--- src/rtl/rx_dll_pkg.sv ---
// rx_dll_pkg
//   Shared definitions for the receive data link layer: sequence number
//   width, CRC-32 constants and the receive FSM state encoding.
package rx_dll_pkg;

    localparam int SEQ_W = 12;

    localparam logic [31:0] CRC32_POLY   = 32'h04C11DB7;
    localparam logic [31:0] CRC32_INIT   = 32'hFFFFFFFF;
    localparam logic [31:0] CRC32_XOROUT = 32'hFFFFFFFF;

    typedef enum logic [1:0] {
        IDLE = 2'd0,
        RECV = 2'd1,
        DROP = 2'd2
    } rx_state_t;

endpackage

--- src/rtl/rx_dll_crc32_step.sv ---
// rx_dll_crc32_step
//   Combinational CRC-32 update over one 32-bit word, MSB first,
//   non-reflected, polynomial CRC32_POLY.
// Ports:
//   crc_in   - running CRC before this word
//   data_in  - word to fold into the CRC
//   crc_out  - running CRC after this word
module rx_dll_crc32_step
    import rx_dll_pkg::*;
(
    input  logic [31:0] crc_in,
    input  logic [31:0] data_in,
    output logic [31:0] crc_out
);

    // Thirty-two serial LFSR steps unrolled into one cycle, bit 31 first.
    always_comb begin
        logic [31:0] v_crc;
        v_crc = crc_in;
        for (int i = 31; i >= 0; i--) begin
            if (v_crc[31] ^ data_in[i]) begin
                v_crc = {v_crc[30:0], 1'b0} ^ CRC32_POLY;
            end else begin
                v_crc = {v_crc[30:0], 1'b0};
            end
        end
        crc_out = v_crc;
    end

endmodule

--- src/rtl/rx_data_link_layer.sv ---
// rx_data_link_layer
//   Receive-side data link layer. Checks sequence number, length and
//   (optionally) LCRC of each framed packet, buffers good TLP words in a
//   FIFO with speculative write / commit / read pointers, and reports every
//   packet outcome as a one-cycle ACK/NAK pulse.
// Configuration:
//   RX_DLL_LCRC_CHECK_EN - when defined, the eop word is checked against a
//   CRC-32 of the sop word and TLP words; when undefined the eop word is
//   discarded unchecked and no CRC logic is built.
// Ports:
//   clk, reset_n                  - clock, asynchronous active-low reset
//   phy_data_in*                  - framed word stream from the PHY (valid/ready, sop/eop)
//   tlp_data_out*                 - committed TLP word stream (valid/ready)
//   ack_valid, ack_nak, ack_seq   - ACK/NAK report toward the DLLP generator
module rx_data_link_layer
    import rx_dll_pkg::*;
#(
    parameter int FIFO_DEPTH = 64
) (
    input  logic             clk,
    input  logic             reset_n,
    input  logic [31:0]      phy_data_in,
    input  logic             phy_data_in_valid,
    input  logic             phy_data_in_sop,
    input  logic             phy_data_in_eop,
    output logic             phy_data_in_ready,
    output logic [31:0]      tlp_data_out,
    output logic             tlp_data_out_valid,
    input  logic             tlp_data_out_ready,
    output logic             ack_valid,
    output logic             ack_nak,
    output logic [SEQ_W-1:0] ack_seq
);

    localparam int          AW        = $clog2(FIFO_DEPTH);
    localparam logic [AW:0] DEPTH_CNT = (AW+1)'(FIFO_DEPTH);

    logic [31:0]      r_mem [FIFO_DEPTH];
    logic [AW:0]      r_wr_ptr;
    logic [AW:0]      r_commit_ptr;
    logic [AW:0]      r_rd_ptr;
    rx_state_t        r_state;
    logic             r_hold_valid;
    logic [31:0]      r_hold_data;
    logic             r_has_tlp;
    logic [SEQ_W-1:0] r_seq;
    logic [SEQ_W-1:0] r_next_seq;
    logic             r_ack_valid;
    logic             r_ack_nak;
    logic [SEQ_W-1:0] r_ack_seq;

    logic             w_full;
    logic             w_in_hs;
    logic             w_out_valid;
    logic             w_rd_hs;
    logic             w_mem_we;
    logic             w_lcrc_ok;
    logic             w_pkt_good;
    logic [AW:0]      w_wr_ptr_after;
    logic [SEQ_W-1:0] w_nak_seq;

    // Pointers carry one extra wrap bit so full and empty are distinguishable.
    assign w_full            = (r_wr_ptr - r_rd_ptr) == DEPTH_CNT;
    assign phy_data_in_ready = (r_state == DROP) || !(w_full && r_hold_valid);
    assign w_in_hs           = phy_data_in_valid && phy_data_in_ready;

    assign w_out_valid        = r_rd_ptr != r_commit_ptr;
    assign w_rd_hs            = w_out_valid && tlp_data_out_ready;
    assign tlp_data_out_valid = w_out_valid;
    assign tlp_data_out       = w_out_valid ? r_mem[r_rd_ptr[AW-1:0]] : 32'h0;

    // The held word goes into the FIFO when any further word of the packet
    // arrives, including the eop word; the eop word itself is never stored.
    assign w_mem_we       = w_in_hs && (r_state == RECV) && !phy_data_in_sop && r_hold_valid;
    assign w_wr_ptr_after = r_wr_ptr + (AW+1)'(w_mem_we);
    assign w_nak_seq      = r_next_seq - SEQ_W'(1);

    assign ack_valid = r_ack_valid;
    assign ack_nak   = r_ack_nak;
    assign ack_seq   = r_ack_seq;

`ifdef RX_DLL_LCRC_CHECK_EN
    logic [31:0] r_crc;
    logic [31:0] w_crc_in;
    logic [31:0] w_crc_next;

    // A sop word always restarts the CRC, so stray words seen in IDLE or
    // DROP never leak into the next packet's LCRC.
    assign w_crc_in = phy_data_in_sop ? CRC32_INIT : r_crc;

    rx_dll_crc32_step u_crc_step (
        .crc_in  (w_crc_in),
        .data_in (phy_data_in),
        .crc_out (w_crc_next)
    );

    always_ff @(posedge clk or negedge reset_n) begin
        if (!reset_n) begin
            r_crc <= CRC32_INIT;
        end else if (w_in_hs && !phy_data_in_eop) begin
            r_crc <= w_crc_next;
        end
    end

    assign w_lcrc_ok = (r_crc ^ CRC32_XOROUT) == phy_data_in;
`else
    assign w_lcrc_ok = 1'b1;
`endif

    // A packet needs sop + at least one TLP word + eop to be non-runt.
    assign w_pkt_good = r_has_tlp && (r_seq == r_next_seq) && w_lcrc_ok;

    always_ff @(posedge clk) begin
        if (w_mem_we) begin
            r_mem[r_wr_ptr[AW-1:0]] <= r_hold_data;
        end
    end

    always_ff @(posedge clk or negedge reset_n) begin
        if (!reset_n) begin
            r_wr_ptr     <= '0;
            r_commit_ptr <= '0;
            r_rd_ptr     <= '0;
            r_state      <= IDLE;
            r_hold_valid <= 1'b0;
            r_hold_data  <= 32'h0;
            r_has_tlp    <= 1'b0;
            r_seq        <= '0;
            r_next_seq   <= '0;
            r_ack_valid  <= 1'b0;
            r_ack_nak    <= 1'b0;
            r_ack_seq    <= '1;
        end else begin
            r_ack_valid <= 1'b0;

            if (w_rd_hs) begin
                r_rd_ptr <= r_rd_ptr + (AW+1)'(1);
            end

            if (w_in_hs && phy_data_in_sop) begin
                // A sop in any state starts a new packet; a packet already in
                // progress is rolled back and NAKed. sop+eop is a runt.
                r_wr_ptr     <= r_commit_ptr;
                r_hold_valid <= 1'b0;
                r_has_tlp    <= 1'b0;
                r_seq        <= phy_data_in[SEQ_W-1:0];
                if ((r_state != IDLE) || phy_data_in_eop) begin
                    r_ack_valid <= 1'b1;
                    r_ack_nak   <= 1'b1;
                    r_ack_seq   <= w_nak_seq;
                end
                r_state <= phy_data_in_eop ? IDLE : RECV;
            end else begin
                case (r_state)
                    IDLE: begin
                    end
                    RECV: begin
                        if (w_in_hs) begin
                            if (phy_data_in_eop) begin
                                r_hold_valid <= 1'b0;
                                r_ack_valid  <= 1'b1;
                                r_state      <= IDLE;
                                if (w_pkt_good) begin
                                    r_wr_ptr     <= w_wr_ptr_after;
                                    r_commit_ptr <= w_wr_ptr_after;
                                    r_ack_nak    <= 1'b0;
                                    r_ack_seq    <= r_seq;
                                    r_next_seq   <= r_next_seq + SEQ_W'(1);
                                end else begin
                                    r_wr_ptr  <= r_commit_ptr;
                                    r_ack_nak <= 1'b1;
                                    r_ack_seq <= w_nak_seq;
                                end
                            end else begin
                                r_wr_ptr     <= w_wr_ptr_after;
                                r_hold_data  <= phy_data_in;
                                r_hold_valid <= 1'b1;
                                r_has_tlp    <= 1'b1;
                            end
                        end else if (w_full && r_hold_valid && (r_commit_ptr == r_rd_ptr)) begin
                            // The whole buffer belongs to this packet and it
                            // still has more to store: it can never fit, so
                            // stop stalling the PHY and drain it.
                            r_hold_valid <= 1'b0;
                            r_state      <= DROP;
                        end
                    end
                    DROP: begin
                        if (w_in_hs && phy_data_in_eop) begin
                            r_wr_ptr    <= r_commit_ptr;
                            r_ack_valid <= 1'b1;
                            r_ack_nak   <= 1'b1;
                            r_ack_seq   <= w_nak_seq;
                            r_state     <= IDLE;
                        end
                    end
                    default: r_state <= IDLE;
                endcase
            end
        end
    end

endmodule

--- config.mk ---
export PLATFORM = sky130hd
export DESIGN_NAME = rx_data_link_layer
export DESIGN_NICKNAME = d
export VERILOG_FILES = /design/src/rtl/rx_dll_pkg.sv /design/src/rtl/rx_dll_crc32_step.sv /design/src/rtl/rx_data_link_layer.sv
export SDC_FILE = /design/constraint.sdc
export NUM_CORES = 2
export LEC_CHECK = 0
export CAP_MARGIN = 40
export CORE_MARGIN = 1.5
export CORE_UTILIZATION = 65
export CTS_CLUSTER_SIZE = 20
export DETAILED_ROUTE_END_ITERATION = 7
export PLACE_DENSITY_LB_ADDON = 0.05
export SLEW_MARGIN = 15
export SYNTH_ARGS = -nofsm -noshare
export SYNTH_HDL_FRONTEND = slang
export SYNTH_SLANG_ARGS = --single-unit
--- constraint.sdc ---
create_clock -name clk -period 16.8 [get_ports clk]
set_clock_uncertainty 0.15 [all_clocks]
set_input_delay 1.68 -clock clk [delete_from_list [all_inputs] [get_ports clk]]
set_output_delay 1.68 -clock clk [all_outputs]
set_load 0.1 [all_outputs]
# --- Yosys cells after proc, flatten, opt, wreduce, memory -nomap -nowiden ---
# Memories as Yosys holds them, arrays and structs flattened.
# Cells that the tools add are included.
word_totals:
  regBits: 95
  latchBits: 0
  ramBits: 2048
  romBits: 0
  input_bits: 38
  out_inout_bits: 48
  mem_count: 1
mem_list:
  columns: ["name", "depth", "word_bits", "rd", "rd_clocked_by_memory_dff", "wr", "line_no", "rtl"]
  rows:
  - ["r_mem", 64, 32, 1, 0, 1, "rx_data_link_layer.sv:38", "logic [31:0] r_mem [FIFO_DEPTH];"]
op_classes:
  add_sub_neg: 5
  n_mul: 0
  div_mod_pow: 0
  magnitude_cmp: 0
  n_eq_ne: 14
  shifts: 0
  muxes: 45
  bitwise_logic: 2
  reduce_logical: 28
op_table:
  columns: ["cell", "count"]
  rows:
  - ["12-bit two-way mux", 6]
  - ["7-bit two-way mux", 5]
  - ["32-bit two-way mux", 1]
  - ["12-bit one-hot mux with 2 select lines", 1]
  - ["1-bit two-way mux", 23]
  - ["7-bit one-hot mux with 2 select lines", 1]
  - ["12-bit by 1-bit adder with 12-bit output, second input constant", 1]
  - ["12-bit == test", 1]
  - ["4-bit AND reduction", 3]
  - ["12-bit by 1-bit subtractor with 12-bit output, second input constant", 1]
  - ["1-bit logical AND", 10]
  - ["2-bit two-way mux", 5]
  - ["5-bit AND reduction", 2]
  - ["7-bit by 1-bit adder with 7-bit output", 1]
  - ["7-bit by 1-bit adder with 7-bit output, second input constant", 1]
  - ["7-bit == test", 1]
  - ["7-bit == test, second input constant", 1]
  - ["7-bit inequality test", 1]
  - ["7-bit subtractor", 1]
  - ["3-bit by 2-bit inequality test with 1-bit output, second input constant", 2]
  - ["2-bit one-hot mux with 3 select lines", 1]
  - ["3-bit AND reduction", 2]
  - ["2-bit nonzero test", 3]
  - ["3-bit nonzero test", 2]
  - ["13 further kinds", 18]

# --- Longest topological paths before layout ---
logic_depth:
  depth_word: 15
  depth_mapped: 19
  mapped_depth_nobuf: 13

# --- Worst setup path after synthesis ---
# Ideal clock, no wire load.
synth_path:
  path_type: "register to register"
  startpoint: "reg r_rd_ptr[4]"
  endpoint: "mem r_mem[34][0] (enable)"
  setup_time_ps: 502
  arrival_time_ps: 6214
  path_slack_ps: 9933
  stages_incl_launch_ff: 13
  synth_period_minus_slack_ps: 6867
  path_cell_list: "dfrtp_1 inv_2 clkbuf_1 clkbuf_1 ha_1 nand2_1 or2_2 and4_1 o211a_1 nand3b_1 buf_4 buf_2 nor4_1"
synth_via:
  elab_chain_len: 11
synth_lines:
  columns: ["item", "line_no", "rtl"]
  rows:
  - ["from (decl)", "rx_data_link_layer.sv:41", "logic [AW:0] r_rd_ptr;"]
  - ["from (signal assigned)", "rx_data_link_layer.sv:137", "r_rd_ptr <= r_rd_ptr + (AW+1)'(1);"]
  - ["7-bit subtractor", "rx_data_link_layer.sv:63", "assign w_full = (r_wr_ptr - r_rd_ptr) == DEPTH_CNT;"]
  - ["7-bit == test", "rx_data_link_layer.sv:63", null]
  - ["1-bit logical AND", "rx_data_link_layer.sv:64", "assign phy_data_in_ready = (r_state == DROP) || !(w_full && r_hold_valid);"]
  - ["1-bit zero test", "rx_data_link_layer.sv:64", null]
  - ["1-bit logical OR", "rx_data_link_layer.sv:64", null]
  - ["1-bit logical AND", "rx_data_link_layer.sv:65", "assign w_in_hs = phy_data_in_valid && phy_data_in_ready;"]
  - ["1-bit logical AND (3 in series)", "rx_data_link_layer.sv:74", "assign w_mem_we = w_in_hs && (r_state == RECV) && !phy_data_in_sop && r_hold_valid;"]
  - ["1-bit two-way mux", "rx_data_link_layer.sv:114", "if (w_mem_we) begin"]
  - ["1-bit two-way mux (implied by the code)", "rx_data_link_layer.sv:115", "r_mem[r_wr_ptr[AW-1:0]] <= r_hold_data;"]
  - ["to (decl)", "rx_data_link_layer.sv:38", null]
# No other way between the ends.

# --- Final worst setup path ---
layout_path:
  startpoint: "reg r_rd_ptr[1]"
  endpoint: "out tlp_data_out[30]"
layout_via:
  elab_chain_len: 2
  word_cells_on_any_way: 3
  classes_between: "eq/ne: 1; mux: 1; memory: 1"
layout_lines:
  columns: ["item", "line_no", "rtl"]
  rows:
  - ["memory read 64 x 32 bit / 7-bit inequality test (equally long branches)", null, null]
  - ["32-bit two-way mux *", "rx_data_link_layer.sv:70", "assign tlp_data_out = w_out_valid ? r_mem[r_rd_ptr[AW-1:0]] : 32'h0;"]
  - ["to (decl)", "rx_data_link_layer.sv:27", "output logic [31:0] tlp_data_out,"]
# Every way passes the cells marked *; elsewhere a longest branch is shown, timed or not.

==> metrics.txt <==
Netlist cell types 59; n_diodes 0; Synth Cell Area 0.0829 mm²; Finish-stage setup viols 0; arrival time worst endpoint 6590 ps; Gate Count Post-Synth 3496; status finished, final reports clean; Core Box Area 0.126 mm²; synth-to-layout area growth 14.4%; Reg clk slew, reported paths 60 ps; Hold EP r_hold_data[9]; Seq/Total Area, Yosys 77.0%; Crit path max-delay family buffers and inverters; number of synthesized flops with an enable pin 2048; clk buf depth 3; die span in y 360 µm; Post-CTS Hold Buffers 0; largest net degree at the start of global routing 162; vias per cell 7.19; GRT overflow 0; CTS tree done; vias in the first global route 41200; reg2reg start r_rd_ptr[2]; worst rel slew slack 15.7%; port bufs 85; Slowest-stage cell, CP dfrtp_4; RSZ-0062 raised after global routing false; post-DP HPWL 114 mm; critical path launch point type register; RD Place Congestion 0.829; PD cells 183 mW/mm²; Yosys reg bits 2143; largest cells by area after synthesis edfxtp_1 74%, mux4_2 17%, dfrtp_1 2.5%; clock latency on the worst-skew pair 830 ps; worst-path cell chain buf_12 > buf_4 > buf_16 > buf_12 > mux4_2 > mux4_2 > mux2i_1 > o22ai_1 > clkdlybuf4s50_1 > buf_8; nets@finish 3846; WHS Path Cells 1; GRT Resource Usage Total 33.8%; biggest area consumer among synthesized cells edfxtp_1; Initial Utilization 65.8%; Slew Viols, Final 0; dominant synthesized flop cell edfxtp_1; reg2reg end r_mem[27][24]; Setup Buffers After CTS 0; chip width 360 µm; final core utilization 75.3%; Hold WC Path Type register to register; worst-margin pin slew 1260 ps; Root Buffer clkbuf_16; Worst Reg-to-Reg Cells 13; Sink Count 2143; total CTS buffers 202; Antenna Nets Post-Route 0; P_leak 30.2 nW; CTS H-tree lvls 4; Worst setup EP type output pin; post-route DRC violation count 0; syn_area_per_cell 23.7 µm²; crit-path max cell delay 690 ps; Routed WL per cell 38.2 µm; Fmax 119 MHz; Final Cycle Share 50.1%; layout cells sized above 1 33.5%; Peak VDD IR 0.000250 V; post-synth top area share 74.2%; Die Footprint 0.130 mm²; Hold Startpoint r_hold_data[9]; worst reg-to-reg setup slack 9440 ps; Async S/R FF share, synth 4.43%; max cap viols 0; Fin. Hold Viols 0; Final min period 8420 ps; drt total wl 214 mm; Ports 86; via count of the routed design 40300; WS Path Type register to output pin; 1st-iter DRT viols 6380; row count 130; critical path peak fanout 161; WP buf/inv 6; syn_nets 3548; first-pass GRT wire length 302 mm; Setup TNS 0 ps; Detailed Routing Iterations Pass 1 8; WHS 369 ps; synth warn 0; CP Data Required Time 14970 ps; initial antenna violation count 3; Post-CTS Resized 0
-- worst reg2reg max path: cells and delay by family, from the launching register on --
family	cells	cell delay, ps
DFF	1	810
adders and majority gates	1	320
AOI/OAI and AO/OA	2	390
buffers and inverters	5	2890
and+or+nand+nor	5	2390
-- cells in the mapped netlist, types with 11 or more instances --
| cell type | n |
|---|---|
| nor3_1 | 11 |
| dfrtp_1 | 83 |
| inv_1 | 21 |
| a21oi_1 | 14 |
| o21ai_0 | 11 |
| edfxtp_1 | 2048 |
| mux2i_1 | 72 |
| clkbuf_1 | 124 |
| buf_2 | 36 |
| o22ai_1 | 32 |
| nand2_1 | 34 |
| mux4_2 | 640 |
| ha_1 | 14 |
| dfstp_2 | 12 |
| xor2_1 | 20 |
| nor2_1 | 75 |
| nand3_1 | 16 |
| xnor2_1 | 32 |
| buf_1 | 26 |
| nand4_1 | 15 |
| mux2_2 | 70 |
-- where the power goes --
part           internal [mW]  switching (mW)  leakage, nW
logic                   2.52            3.40         7.44
registers               6.66           0.299         19.6
clock network           2.57            1.92         3.16
total                   11.7            5.62         30.2
-- cell families (layout without fill, tap and decap cells) --
| group | after synthesis | count (layout) | share of synthesized area [%] |
|---|---|---|---|
| flops | 2143 | 2143 | 77.0 |
| mux | 782 | 782 | 19.2 |
| buf+inv | 220 | 686 | 1.10 |
| simple gates | 199 | 199 | 1.20 |
| compound gates | 86 | 86 | 0.697 |
| xor+xnor | 52 | 52 | 0.549 |
| fa+ha+maj | 14 | 14 | 0.211 |
-- worst max path at each step --
stage / startpoint / endpoint / cells after the start
after global routing: r_rd_ptr[0] / tlp_data_out[10] / 11
after CTS: r_rd_ptr[0] / tlp_data_out[10] / 10
final: r_rd_ptr[1] / tlp_data_out[30] / 10
after detailed placement: r_rd_ptr[0] / tlp_data_out[10] / 10
after floorplan: r_rd_ptr[4] / r_mem[34][0] / 12
after global placement: r_rd_ptr[0] / tlp_data_out[8] / 8
-- cell type report --
class / count / area, µm²
fill: 6457 / 31200
timing repair buffer: 290 / 3720
sequential: 2143 / 63900
clock inverter: 118 / 1090
multi-input combinational: 1133 / 18600
tap: 1650 / 2060
clock buffer: 254 / 5390
inverter: 24 / 97.6
-- layer usage --
| layer | routed length, µm | up-vias | GRT usage, % |
|---|---|---|---|
| li1 | - | 15500 | - |
| met1 | 77500 | 21500 | 47.5 |
| met2 | 106000 | 2804 | 54.1 |
| met3 | 21900 | 477 | 6.47 |
| met4 | 8240 | 4 | 12.7 |
| met5 | 26 | - | 0 |
-- placed cells by master (no fill, tap or decap), drive strengths merged, types with 34 or more instances in the layout --
| master | n |
|---|---|
| mux4 | 640 |
| nor2 | 76 |
| edfxtp | 2048 |
| nand2 | 34 |
| dfrtp | 83 |
| mux2i | 72 |
| buf | 204 |
| clkdlybuf4s50 | 84 |
| clkbuf | 256 |
| clkinv | 89 |
| mux2 | 70 |
-- state kept, by name, summed over array words and instances, names as in the netlist, 7 cells and up --
register and flops:
r_next_seq 12, r_seq 12, r_rd_ptr 7, ack_seq 12, r_hold_data 32, r_wr_ptr 7, r_commit_ptr 7, r_mem 2048
-- metrics by stage --
| stage | power (mW) | worst slack, ps | std cells | cell area, µm² |
|---|---|---|---|---|
| 2_1_floorplan | 10.7 | 9930 | 3496 | 82900 |
| 3_3_place_gp | 12.2 | 8630 | 5131 | 86300 |
| 3_5_place_dp | 12.9 | 9060 | 5233 | 88300 |
| 4_1_cts | 17.4 | 8150 | 5605 | 94800 |
| 5_1_grt | 17.9 | 8220 | 5612 | 94900 |
| 6_report | 17.4 | 8380 | 5612 | 94900 |
Note: power is estimated with default switching activity, not from simulation.
